### src/rtl/bb_pkg.sv
// Shared constants, FSM encoding and slot helpers for the baseband load controller.
package bb_pkg;

    localparam logic [7:0] SYNC_BYTE  = 8'hA5;
    localparam logic [3:0] TYPE_CA    = 4'h1;
    localparam logic [3:0] TYPE_MSG   = 4'h2;
    localparam logic [3:0] TYPE_DELAY = 4'h3;
    localparam int         CA_WORDS   = 32;
    localparam int         MSG_WORDS  = 47;
    localparam logic [9:0] MAX_DELAY  = 10'd1022;

    typedef enum logic [1:0] {
        ST_HUNT,
        ST_PAYLOAD,
        ST_CHECK
    } state_t;

    // Slot numbering shared by wren and slot_loaded: {is_msg, ch}
    function automatic logic [3:0] slot_of(input logic is_msg, input logic [2:0] ch);
        return {is_msg, ch};
    endfunction

    function automatic logic [15:0] slot_mask(input logic [3:0] slot);
        return 16'(1) << slot;
    endfunction

endpackage

### src/rtl/bb_load_ctrl_if.sv
// Word stream from the USB3 receive FIFO into the load controller.
interface bb_load_ctrl_if;

    logic [31:0] in_data;
    logic        in_valid;
    logic        in_ready;

    modport master (
        output in_data,
        output in_valid,
        input  in_ready
    );

    modport slave (
        input  in_data,
        input  in_valid,
        output in_ready
    );

endinterface

### src/rtl/bb_delay_bank.sv
// Per-channel code delay registers fed from a single shadow register.
module bb_delay_bank (
    input  logic            clk,
    input  logic            rst,
    input  logic            i_shadow_we,
    input  logic [9:0]      i_shadow_d,
    input  logic            i_load,
    input  logic [2:0]      i_ch,
    output logic [9:0]      o_shadow,
    output logic [7:0][9:0] o_delay_ca
);

    logic [9:0]      r_shadow;
    logic [7:0][9:0] r_delay;

    always_ff @(posedge clk or posedge rst) begin
        if (rst) begin
            r_shadow <= '0;
            r_delay  <= '0;
        end else begin
            if (i_shadow_we)
                r_shadow <= i_shadow_d;
            if (i_load)
                r_delay[i_ch] <= r_shadow;
        end
    end

    assign o_shadow   = r_shadow;
    assign o_delay_ca = r_delay;

endmodule

### src/rtl/bb_load_ctrl.sv
// Parses FIFO words into C/A, message and code-delay load frames and drives
// the baseband RAM write port, delay registers and load status.
module bb_load_ctrl
    import bb_pkg::*;
(
    input  logic            clk,
    input  logic            rst,
    bb_load_ctrl_if.slave   s_in,
    output logic [31:0]     o_wr_data,
    output logic [5:0]      o_wr_addr,
    output logic [15:0]     o_wren,
    output logic [7:0][9:0] o_delay_ca,
    output logic [15:0]     o_slot_loaded,
    output logic            o_frame_ok,
    output logic            o_frame_err,
    output logic [7:0]      o_err_cnt
);

    state_t      r_state;
    state_t      w_state_nxt;
    logic [3:0]  r_type;
    logic [2:0]  r_ch;
    logic [5:0]  r_idx;
    logic [31:0] r_acc;

    logic [31:0] r_wr_data;
    logic [5:0]  r_wr_addr;
    logic [15:0] r_wren;
    logic [15:0] r_slot;
    logic        r_ok;
    logic        r_err;
    logic [7:0]  r_err_cnt;

    logic        w_take;
    logic        w_sync;
    logic [3:0]  w_hdr_type;
    logic        w_type_ok;
    logic        w_is_delay;
    logic        w_is_msg;
    logic [5:0]  w_last_idx;
    logic        w_hdr_take;
    logic        w_pay_take;
    logic        w_chk_take;
    logic        w_bad_type;
    logic        w_good;
    logic        w_bad;
    logic [9:0]  w_shadow;
    logic [3:0]  w_hdr_slot;
    logic [3:0]  w_cur_slot;

    assign s_in.in_ready = ~rst;
    assign w_take        = s_in.in_valid & s_in.in_ready;
    assign w_sync        = s_in.in_data[31:24] == SYNC_BYTE;
    assign w_hdr_type    = s_in.in_data[23:20];
    assign w_type_ok     = (w_hdr_type == TYPE_CA) ||
                           (w_hdr_type == TYPE_MSG) ||
                           (w_hdr_type == TYPE_DELAY);
    assign w_is_delay    = r_type == TYPE_DELAY;
    assign w_is_msg      = r_type == TYPE_MSG;
    assign w_hdr_slot    = slot_of(w_hdr_type == TYPE_MSG, s_in.in_data[18:16]);
    assign w_cur_slot    = slot_of(w_is_msg, r_ch);

    always_comb begin
        w_last_idx = 6'd0;
        case (r_type)
            TYPE_CA:  w_last_idx = 6'(CA_WORDS - 1);
            TYPE_MSG: w_last_idx = 6'(MSG_WORDS - 1);
            default:  w_last_idx = 6'd0;
        endcase
    end

    always_comb begin
        w_state_nxt = r_state;
        w_hdr_take  = 1'b0;
        w_pay_take  = 1'b0;
        w_chk_take  = 1'b0;
        w_bad_type  = 1'b0;
        unique case (r_state)
            ST_HUNT: begin
                if (w_take && w_sync) begin
                    if (w_type_ok) begin
                        w_hdr_take  = 1'b1;
                        w_state_nxt = ST_PAYLOAD;
                    end else begin
                        w_bad_type  = 1'b1;
                    end
                end
            end
            ST_PAYLOAD: begin
                if (w_take) begin
                    w_pay_take = 1'b1;
                    if (r_idx == w_last_idx)
                        w_state_nxt = ST_CHECK;
                end
            end
            ST_CHECK: begin
                if (w_take) begin
                    w_chk_take  = 1'b1;
                    w_state_nxt = ST_HUNT;
                end
            end
            default: w_state_nxt = ST_HUNT;
        endcase
    end

    // An out-of-range delay fails the frame even when the checksum matches
    assign w_good = w_chk_take && (s_in.in_data == r_acc) &&
                    (!w_is_delay || (w_shadow <= MAX_DELAY));
    assign w_bad  = w_bad_type || (w_chk_take && !w_good);

    always_ff @(posedge clk or posedge rst) begin
        if (rst) begin
            r_state <= ST_HUNT;
            r_type  <= 4'h0;
            r_ch    <= 3'd0;
            r_idx   <= 6'd0;
            r_acc   <= 32'h0;
        end else begin
            r_state <= w_state_nxt;
            if (w_hdr_take) begin
                r_type <= w_hdr_type;
                r_ch   <= s_in.in_data[18:16];
                r_idx  <= 6'd0;
                r_acc  <= 32'h0;
            end else if (w_pay_take) begin
                r_idx  <= r_idx + 6'd1;
                r_acc  <= r_acc ^ s_in.in_data;
            end
        end
    end

    always_ff @(posedge clk or posedge rst) begin
        if (rst) begin
            r_wr_data <= 32'h0;
            r_wr_addr <= 6'd0;
            r_wren    <= 16'h0;
            r_slot    <= 16'h0;
            r_ok      <= 1'b0;
            r_err     <= 1'b0;
            r_err_cnt <= 8'd0;
        end else begin
            r_wren <= 16'h0;
            r_ok   <= w_good;
            r_err  <= w_bad;
            if (w_pay_take && !w_is_delay) begin
                r_wren    <= slot_mask(w_cur_slot);
                r_wr_addr <= r_idx;
                r_wr_data <= s_in.in_data;
            end
            if (w_hdr_take && (w_hdr_type != TYPE_DELAY))
                r_slot[w_hdr_slot] <= 1'b0;
            if (w_good && !w_is_delay)
                r_slot[w_cur_slot] <= 1'b1;
            if (w_bad && (r_err_cnt != 8'hFF))
                r_err_cnt <= r_err_cnt + 8'd1;
        end
    end

    bb_delay_bank u_delay_bank (
        .clk         (clk),
        .rst         (rst),
        .i_shadow_we (w_pay_take && w_is_delay),
        .i_shadow_d  (s_in.in_data[9:0]),
        .i_load      (w_good && w_is_delay),
        .i_ch        (r_ch),
        .o_shadow    (w_shadow),
        .o_delay_ca  (o_delay_ca)
    );

    assign o_wr_data     = r_wr_data;
    assign o_wr_addr     = r_wr_addr;
    assign o_wren        = r_wren;
    assign o_slot_loaded = r_slot;
    assign o_frame_ok    = r_ok;
    assign o_frame_err   = r_err;
    assign o_err_cnt     = r_err_cnt;

endmodule

### src/flat_wrapper.sv
// flat-port wrapper written by rule: the top's interface ports become plain ports
module bb_load_ctrl_flat import bb_pkg::*;
  (clk, rst, o_wr_data, o_wr_addr, o_wren, o_delay_ca, o_slot_loaded, o_frame_ok, o_frame_err, o_err_cnt, s_in_in_data, s_in_in_valid, s_in_in_ready);
  bb_load_ctrl_if s_in_i ();
  input  logic clk;
  input  logic rst;
  output logic [31:0] o_wr_data;
  output logic [5:0] o_wr_addr;
  output logic [15:0] o_wren;
  output logic [7:0][9:0] o_delay_ca;
  output logic [15:0] o_slot_loaded;
  output logic o_frame_ok;
  output logic o_frame_err;
  output logic [7:0] o_err_cnt;
  input wire logic [$bits(s_in_i.in_data)-1:0] s_in_in_data;
  input wire logic [$bits(s_in_i.in_valid)-1:0] s_in_in_valid;
  output wire logic [$bits(s_in_i.in_ready)-1:0] s_in_in_ready;
  assign s_in_i.in_data = s_in_in_data;
  assign s_in_i.in_valid = s_in_in_valid;
  assign s_in_in_ready = s_in_i.in_ready;
  bb_load_ctrl u_core (.clk(clk), .rst(rst), .s_in(s_in_i), .o_wr_data(o_wr_data), .o_wr_addr(o_wr_addr), .o_wren(o_wren), .o_delay_ca(o_delay_ca), .o_slot_loaded(o_slot_loaded), .o_frame_ok(o_frame_ok), .o_frame_err(o_frame_err), .o_err_cnt(o_err_cnt));
endmodule
### config.mk
export PLATFORM = sky130hd
export DESIGN_NAME = bb_load_ctrl_flat
export DESIGN_NICKNAME = d
export VERILOG_FILES = /design/src/rtl/bb_pkg.sv /design/src/rtl/bb_load_ctrl_if.sv /design/src/rtl/bb_delay_bank.sv /design/src/rtl/bb_load_ctrl.sv /design/src/flat_wrapper.sv
export SDC_FILE = /design/constraint.sdc
export NUM_CORES = 1
export LEC_CHECK = 0
export BUFFER_PORTS_ARGS = -buffer_cell sky130_fd_sc_hd__buf_4
export CAP_MARGIN = 20
export CELL_PAD_IN_SITES_DETAIL_PLACEMENT = 0
export CELL_PAD_IN_SITES_GLOBAL_PLACEMENT = 1
export CORE_AREA = 2 2 165 167
export DETAILED_ROUTE_END_ITERATION = 8
export DIE_AREA = 0 0 167 169
export MAX_ROUTING_LAYER = met4
export PLACE_DENSITY_LB_ADDON = 0.12
export RECOVER_POWER = 100
export SYNTH_ARGS = -nofsm -noshare
export SYNTH_HDL_FRONTEND = slang
export SYNTH_SLANG_ARGS = --single-unit
### constraint.sdc
create_clock -name clk -period 9.4 [get_ports clk]
set_input_delay 1.41 -clock clk [delete_from_list [all_inputs] [get_ports clk]]
set_output_delay 1.41 -clock clk [all_outputs]
set_load 0.01 [all_outputs]
==> impl_metrics.tcl, run 1 <==
set metrics [dict create \
    violations "capacitance limit, slew limit" \
    drtAntennaViolNets 0 \
    final.setup_skew_ns 0.0118 \
    holdPathStages 1 \
    rsz0062_at_grt "no" \
    syn_inst 673 \
    synthArstFlopShare_pct 100 \
    stdcell_count 1244 \
    min_period_ns 5.37 \
    reg2regPathDepth 6 \
    ys.flop_type "dfrtp_1" \
    antenna_found_initial 0 \
    vias_per_cell 4.81 \
    drc 0 \
    grt_util_all_layers_pct 17.1 \
    fmax_mhz 186 \
    cts_root_buf "clkbuf_16" \
    num_vias 5989 \
    drt_iter0_drc 373 \
    synth_area_sq_um 9130 \
    critPathMaxFanout 48 \
    cts-hold-fix-buffers 0 \
    grt_max_degree 73 \
    yosys-top-cells-count "dfrtp_1, mux2_2, xor2_1" \
    synth-seq-cells 217 \
    ioPinCount 196 \
    drv_cap 4 \
    cts_tree "built" \
    ys.warnings.count 0 \
    avgSynthCellArea_sq_um 13.6 \
    fin_tns_setup_ns 0 \
    power.total_uw 1970 \
    io_buffers 195 \
    hp-class "register to register" \
    die_area_sq_um 28200 \
    hpwl_um 16900 \
    r2r-start "u_core.r_state[0]$_DFFE_PP0P_" \
    clk_pin_slew_ns 0.05 \
    min_from "u_core.u_delay_bank.o_delay_ca[43]$_DFFE_PP0P_" \
    post_cts_resized 0 \
    final_layout_size_suffix_gt1_share_pct 21.8 \
    worstMarginPinSlew_ns 3.04 \
    clock_latency_ns 0.52 \
    critPathCaptureType "register" \
    synth_top_area_share_pct 59.5 \
    timing.final.crit_share_pct 57.1 \
    fin_nets 923 \
    die_w_um 167 \
    placed_cells 1198 \
    cp.required_ns 9.80 \
    rows 60 \
    setup_violations 0 \
    numCtsBuffers 26 \
    powerDensity_nw_per_um2 180 \
    cts_buffer_depth 3 \
    fin_util_pct 41.2 \
    die_h_um 169 \
    outcome "complete, but fails checks" \
    htreeDepth 1 \
    synth_nets 710 \
    synth-seq-area-share_pct 59.5 \
    n_antenna_cell 0 \
    cellLeakagePower_uw 0.00518 \
    cp-start-kind "input pin" \
    max_slew_margin_pct -102 \
    first_global_vias 6364 \
    nFillCells 2661 \
    synthTopCellsByArea "dfrtp_1, mux2_2, xor2_1" \
    initial_utilization_pct 34.5 \
    wire_per_inst_um 19.1 \
    synthMostInstantiatedCell "dfrtp_1" \
    arrival_ns 5.77 \
    core_area_sq_um 26500 \
    finalWirelength_um 23700 \
    synth_edf_count 0 \
    yosys.area.top_type "dfrtp_1" \
    grt_remaining_overflow 0 \
    synthToLayoutAreaGrowth_pct 19.6 \
    slew_violations 192 \
    cts_setup_buffers 0 \
    dpl_cell_area_sq_um 11000 \
    fin_area_sq_um 10900 \
    path_class "input pin to register" \
    hold_viol 0 \
    ir_worst_vdd_mv 0.0916 \
    drt-pass1-iter-count 4 \
    routabilityCongestion 0.790 \
    grt_pass1_wl_um 37200 \
    cts_sinks 217 \
    cp-startpoint "rst" \
    yosysUniqueCellTypes 50 \
]
## path summary, 6_finish.rpt
kind / end / slack [ns]
min in group asynchronous: u_core.r_idx[0]$_DFFE_PP0P_ / 1.54
max: u_core.r_ch[2]$_DFFE_PP0P_ / 4.03
max in group asynchronous: u_core.o_wren[2]$_DFF_PP0_ / 4.20
min reg2reg: u_core.u_delay_bank.o_delay_ca[43]$_DFFE_PP0P_ / 0.49
min: u_core.u_delay_bank.o_delay_ca[43]$_DFFE_PP0P_ / 0.49
max reg2reg: u_core.r_ch[2]$_DFFE_PP0P_ / 5.97
## through the flow
step | hold slack, ns | worst slack (ns)
6_report | 0.486 | 4.03
5_1_grt | 0.506 | 3.22
3_5_place_dp | 0.486 | 4.97
4_1_cts | 0.499 | 5.54
2_1_floorplan | 0.481 | 1.14
3_3_place_gp | 0.474 | 5.09
## registers in the layout, indices dropped and copies added (netlist names)
signal and cells:
u_core.r_acc 32, u_core.u_delay_bank.o_delay_ca 80, u_core.o_frame_err 1, u_core.u_delay_bank.o_shadow 10, u_core.o_slot_loaded 16, u_core.o_wren 16
u_core.r_state 2, u_core.o_wr_data 32, u_core.o_wr_addr 6, u_core.r_type 4, u_core.r_ch 3, u_core.r_idx 6
u_core.o_frame_ok 1, u_core.o_err_cnt 8
## cells by family after synthesis
logic type	synth area share [%]
AND/OR/NAND/NOR	11.9
multiplexers	17.9
AO/OA/AOI/OAI	2.47
adder cells (fa/ha/maj)	0.274
flip-flops	59.5
buffers and inverters	0.932
XOR/XNOR	7.10
## worst max-delay path: stages
cell and delay [ns]:
clkbuf_1 0.10, clkinvlp_2 1.34, nand2_1 0.37, nor4b_1 1.15, nor2b_1 0.73, buf_12 0.30, mux2_2 0.36
## area by class of cell
cell class | instances | area, sq um | area share (%)
Timing Repair Buffer | 202 | 906 | 8.29
Clock inverter | 6 | 30.0 | 0.275
Multi-Input combinational cell | 437 | 3340 | 30.6
Inverter | 2 | 8.76 | 0.0802
Clock buffer | 39 | 781 | 7.15
Tap cell | 341 | 427 | 3.91
Sequential cell | 217 | 5430 | 49.7
## cell usage in the layout, fill, tap and decap left out, types with 2 or more instances in the layout
| cell type | synthesis | routed |
|---|---|---|
| dfrtp_1 | 217 | 217 |
| clkbuf_1 | 9 | 172 |
| mux2_2 | 96 | 111 |
| xor2_1 | 66 | 66 |
| nor2_1 | 58 | 66 |
| nand2_1 | 46 | 47 |
| o21ai_0 | 34 | 35 |
| buf_4 | 0 | 35 |
| clkbuf_16 | 0 | 27 |
| mux2_1 | 8 | 20 |
| nand3_1 | 12 | 12 |
| xnor2_1 | 8 | 8 |
| nor3_1 | 6 | 7 |
| nand4_1 | 7 | 7 |
| nor4_1 | 6 | 7 |
| and3_1 | 6 | 6 |
| clkinv_2 | 0 | 6 |
| clkbuf_8 | 0 | 6 |
| nor4b_1 | 3 | 4 |
| nor2b_1 | 4 | 4 |
| nand2b_1 | 4 | 4 |
| nand3b_1 | 4 | 4 |
| mux2_4 | 30 | 3 |
| and2_1 | 2 | 2 |
| and4_1 | 2 | 2 |
| or3b_1 | 2 | 2 |
| ha_1 | 2 | 2 |
## routing by layer
layer | wire length (um) | track usage, %
met1 | 11100 | 23.5
met2 | 11000 | 26.6
met3 | 1230 | 2.64
met4 | 420 | 4.35
met5 | 0 | -
## power breakdown
part | internal (uW) | total (uW) | switching [uW]
Sequential | 947 | 956 | 9.35
Clock | 567 | 936 | 369
Combinational | 27.8 | 78.4 | 50.6
Total | 1540 | 1970 | 429
Note: power is estimated with default switching activity, not from simulation.
==> run 2, diff against run 1 <==
clock period = 5.4 ns   (was 9.4 ns; I/O delays follow)
==> impl_metrics.tcl, run 2 (synthesis results as in run 1) <==
set metrics [dict create \
    r2r-start "u_core.r_state[0]$_DFFE_PP0P_" \
    fmax_mhz 250 \
    cp-startpoint "rst" \
    final_layout_size_suffix_gt1_share_pct 22.0 \
    outcome "complete, but fails checks" \
    clock_latency_ns 0.51 \
    largest_register_ffs 80 \
    die_w_um 167 \
    cts_setup_buffers 0 \
    placed_cells 1198 \
    io_buffers 195 \
    vias_per_cell 4.81 \
    final.setup_skew_ns 0.0138 \
    drt_iter0_drc 339 \
    layout_common_cells "dfrtp_1, clkbuf_1, mux2_2, xor2_1, nor2_1" \
    arrival_ns 4.38 \
    nFillCells 2662 \
    antenna_found_initial 0 \
    cp.required_ns 5.79 \
    dpl_cell_area_sq_um 11000 \
    n_antenna_cell 0 \
    max_slew_margin_pct -26.0 \
    powerDensity_nw_per_um2 320 \
    rsz0062_at_grt "no" \
    setup_violations 0 \
    ir_worst_vdd_mv 0.205 \
    initial_utilization_pct 34.5 \
    min_period_ns 3.99 \
    stdcell_count 1242 \
    die_area_sq_um 28200 \
    cp-start-kind "input pin" \
    htreeDepth 1 \
    worstMarginPinSlew_ns 1.89 \
    grt_remaining_overflow 0 \
    power.total_uw 3500 \
    timing.final.crit_share_pct 74.0 \
    critPathMaxFanout 24 \
    cts_sinks 217 \
    first_global_vias 6304 \
    fin_nets 921 \
    cts-hold-fix-buffers 0 \
    synthToLayoutAreaGrowth_pct 20.0 \
    rows 60 \
    path_class "input pin to register" \
    violations "capacitance limit, slew limit" \
    cts_tree "built" \
    wire_per_inst_um 18.9 \
    numCtsBuffers 25 \
    cellLeakagePower_uw 0.00519 \
    drv_cap 1 \
    ioPinCount 196 \
    cp-endpoint "u_core.r_type[1]$_DFFE_PP0P_" \
    reg2regPathDepth 6 \
    clk_pin_slew_ns 0.06 \
    hold_viol 0 \
    grt_pass1_wl_um 36700 \
    num_vias 5973 \
    finalWirelength_um 23500 \
    critPathCaptureType "register" \
    fin_util_pct 41.3 \
    holdWs_ns 0.429 \
    routabilityCongestion 0.784 \
    final_common_cell "dfrtp_1" \
    core_area_sq_um 26500 \
    drc 0 \
    rr_endpoint "u_core.r_type[1]$_DFFE_PP0P_" \
    slew_violations 74 \
    cts_buffer_depth 3 \
    grt_util_all_layers_pct 16.9 \
    hp-class "input pin to async pin" \
    post_cts_resized 0 \
    grt_max_degree 74 \
    cts_root_buf "clkbuf_16" \
    drt-pass1-iter-count 4 \
    hpwl_um 16800 \
    fin_area_sq_um 11000 \
    die_h_um 169 \
    reg2reg_slack_ns 1.85 \
    drtAntennaViolNets 0 \
]
-- run 2: cell types whose count changed in the layout (fill, tap and decap cells not counted), sizes merged --
| cell | change |
|---|---|
| bufinv | +2 |
| clkinv | -5 |
| buf | +1 |
-- run 2: metal layers --
metal / GRT usage [%] / share of wire, % / up-vias
met3: 2.95 / 4.7 / 36
met4: 4.01 / 1.9 / 0
met2: 27.4 / 47 / 150
met5: - / 0 / -
met1: 22.3 / 46 / 3041
li1: - / - / 2746
-- run 2: power breakdown --
part	internal (uW)	switching (uW)	total (uW)
registers	1650	16.5	1660
logic	48.7	88.7	137
clock network	1070	636	1700
total	2760	741	3500
-- run 2: worst min-delay path by stage --
| stage | cells past startpoint | slack, ns | startpoint | to |
|---|---|---|---|---|
| after floorplan | 1 | 0.48 | u_core.r_state[0]$_DFFE_PP0P_ | u_core.r_state[1]$_DFFE_PP0P_ |
| after global placement | 1 | 0.48 | u_core.u_delay_bank.o_delay_ca[19]$_DFFE_PP0P_ | u_core.u_delay_bank.o_delay_ca[19]$_DFFE_PP0P_ |
| after detailed placement | 1 | 0.49 | u_core.u_delay_bank.o_delay_ca[68]$_DFFE_PP0P_ | u_core.u_delay_bank.o_delay_ca[68]$_DFFE_PP0P_ |
| after CTS | 2 | 0.30 | rst | u_core.o_wr_data[19]$_DFFE_PP0P_ |
| after global routing | 2 | 0.48 | rst | u_core.o_wr_data[19]$_DFFE_PP0P_ |
| final | 2 | 0.43 | rst | u_core.o_wr_addr[5]$_DFFE_PP0P_ |
-- run 2: per-stage QoR --
| step | setup TNS, ns | setup WS [ns] |
|---|---|---|
| 3_3_place_gp | 0 | 1.73 |
| 4_1_cts | 0 | 2.11 |
| 2_1_floorplan | -4.28 | -0.195 |
| 3_5_place_dp | 0 | 1.56 |
| 6_report | 0 | 1.41 |
| 5_1_grt | 0 | 0.984 |
-- run 2: final cells by class --
class / instances / area (sq um) / share of cell area [%]
Sequential cell: 217 / 5430 / 49.6
Multi-Input combinational cell: 437 / 3350 / 30.6
Timing Repair Buffer: 201 / 895 / 8.17
Clock buffer: 41 / 776 / 7.08
Tap cell: 341 / 427 / 3.89
Clock inverter: 3 / 65.1 / 0.594
Inverter: 2 / 8.76 / 0.0799
-- run 2: critical path, stage by stage --
cell and delay (ns):
clkbuf_1 0.10, clkinvlp_2 0.50, nand2_1 0.31, nor4b_1 1.19, nor2b_4 0.72, buf_4 0.37, mux2_2 0.36
==> run 3, diff against run 2 <==
clock period = 3.4 ns   (was 5.4 ns; I/O delays follow)
==> impl_metrics.tcl, run 3 (synthesis results as in run 1) <==
set metrics [dict create \
    cts_setup_buffers 0 \
    power_switching_uw 1210 \
    cts_tree "built" \
    cts_sinks 217 \
    grt_pass1_wl_um 35800 \
    fin_area_sq_um 11100 \
    ir_worst_vdd_mv 0.265 \
    drtAntennaViolNets 0 \
    num_vias 5971 \
    finalWirelength_um 23300 \
    cp-startpoint "u_core.r_state[0]$_DFFE_PP0P_" \
    powerDensity_nw_per_um2 508 \
    outcome "complete, but fails checks" \
    drc 0 \
    numCtsBuffers 24 \
    clock_latency_ns 0.51 \
    vias_per_cell 4.80 \
    critPathMaxFanout 18 \
    rsz0062_at_grt "no" \
    final.setup_skew_ns 0.0129 \
    worstMarginPinSlew_ns 2.23 \
    dpl_cell_area_sq_um 11100 \
    cp.required_ns 3.79 \
    slew_violations 219 \
    setup_violations 0 \
    violations "capacitance limit, slew limit" \
    hp-class "input pin to register" \
    path_class "register to register" \
    drt_iter0_drc 314 \
    synthToLayoutAreaGrowth_pct 21.1 \
    layout_common_cells "dfrtp_1, clkbuf_1, mux2_2, xor2_1, nor2_1" \
    dp_slack_ns 0.598 \
    max_slew_margin_pct -49.0 \
    cellLeakagePower_uw 0.00528 \
    p_clk_share_pct 49.1 \
    die_area_sq_um 28200 \
    drt-pass1-iter-count 4 \
    post_cts_resized 0 \
    cts_buffer_depth 3 \
    final_layout_size_suffix_gt1_share_pct 22.5 \
    initial_utilization_pct 34.5 \
    r2r-start "u_core.r_state[0]$_DFFE_PP0P_" \
    drv_cap 2 \
    arrival_ns 3.22 \
    antenna_found_initial 0 \
    wire_per_inst_um 18.7 \
    min_period_ns 2.83 \
    critPathCaptureType "register" \
    core_area_sq_um 26500 \
    swShare_pct 21.5 \
    hold_viol 0 \
    min_from "s_in_in_data[19]" \
    grt_max_degree 159 \
    clk_pin_slew_ns 0.06 \
    ioPinCount 196 \
    largest_register_ffs 80 \
    cts_root_buf "clkbuf_16" \
    p_int_uw 4410 \
    worst_slack_ns 0.573 \
    cts-hold-fix-buffers 0 \
    htreeDepth 1 \
    routabilityCongestion 0.750 \
    n_antenna_cell 0 \
    first_global_vias 6075 \
    io_buffers 195 \
    power_frac_seq_pct 47.0 \
    hpwl_um 16400 \
    grt_util_all_layers_pct 16.6 \
    timing.final.crit_share_pct 83.2 \
    power_frac_comb_pct 3.8 \
    rows 60 \
    final_common_cell "dfrtp_1" \
    fin_nets 923 \
    fmax_mhz 354 \
    grt_remaining_overflow 0 \
    die_w_um 167 \
    cp-start-kind "register" \
    die_h_um 169 \
]
## run 3: layer usage
layer  share of wire (%)  GRT usage (%)  vias up
li1                    -              -     2759
met2                  46           25.6      159
met1                  47           23.0     3020
met3                 4.6           2.31       33
met5                   0              -        -
met4                 2.2           4.87        0
## run 3: through the flow
step	hold WS (ns)	instances	power (uW)	utilization, %	setup TNS [ns]
floorplan	0.481	673	2800	-	-229.97
global placement	0.476	1201	2930	41.7	0
detailed placement	0.484	1201	2930	41.7	0
CTS	0.238	1245	5740	45.0	0
global route	0.248	1245	5860	41.7	0
finish	0.260	1245	5620	41.7	0
## run 3: cell type report
type                       count  area (sq um)
fill                        2642         15400
sequential                   217          5430
multi-input combinational    437          3420
timing repair buffer         204           910
clock buffer                  33           726
tap                          341           427
clock inverter                11           136
inverter                       2          8.76
## run 3: path summary, 6_finish.rpt
check / endpoint / slack (ns) / depth (start not counted)
hold / removal: u_core.o_wr_data[19]$_DFFE_PP0P_ / 0.26 / 2
setup / recovery: u_core.r_idx[2]$_DFFE_PP0P_ / 0.57 / 7
setup reg to reg: u_core.r_idx[2]$_DFFE_PP0P_ / 0.57 / 7
hold reg to reg: u_core.u_delay_bank.o_delay_ca[37]$_DFFE_PP0P_ / 0.49 / 1
max in group asynchronous: u_core.u_delay_bank.o_delay_ca[76]$_DFFE_PP0P_ / 0.85 / 3
min in group asynchronous: u_core.r_acc[27]$_DFFE_PP0P_ / 0.83 / 3
## run 3: power groups by stage
stage / Clock, uW / Sequential (uW) / Combinational [uW]
floorplan: 0 / 2690 / 109
global placement: 0 / 2690 / 238
detailed placement: 0 / 2690 / 242
CTS: 2850 / 2640 / 244
global route: 2970 / 2640 / 243
finish: 2760 / 2640 / 216
## run 3: critical path, stage by stage (launching register included)
cell and delay, ns:
dfrtp_1 0.42, nor4bb_1 0.36, nand2_1 0.12, nor4b_2 0.27, clkbuf_1 0.35, nor2b_2 0.76
buf_4 0.35, nor2_1 0.07
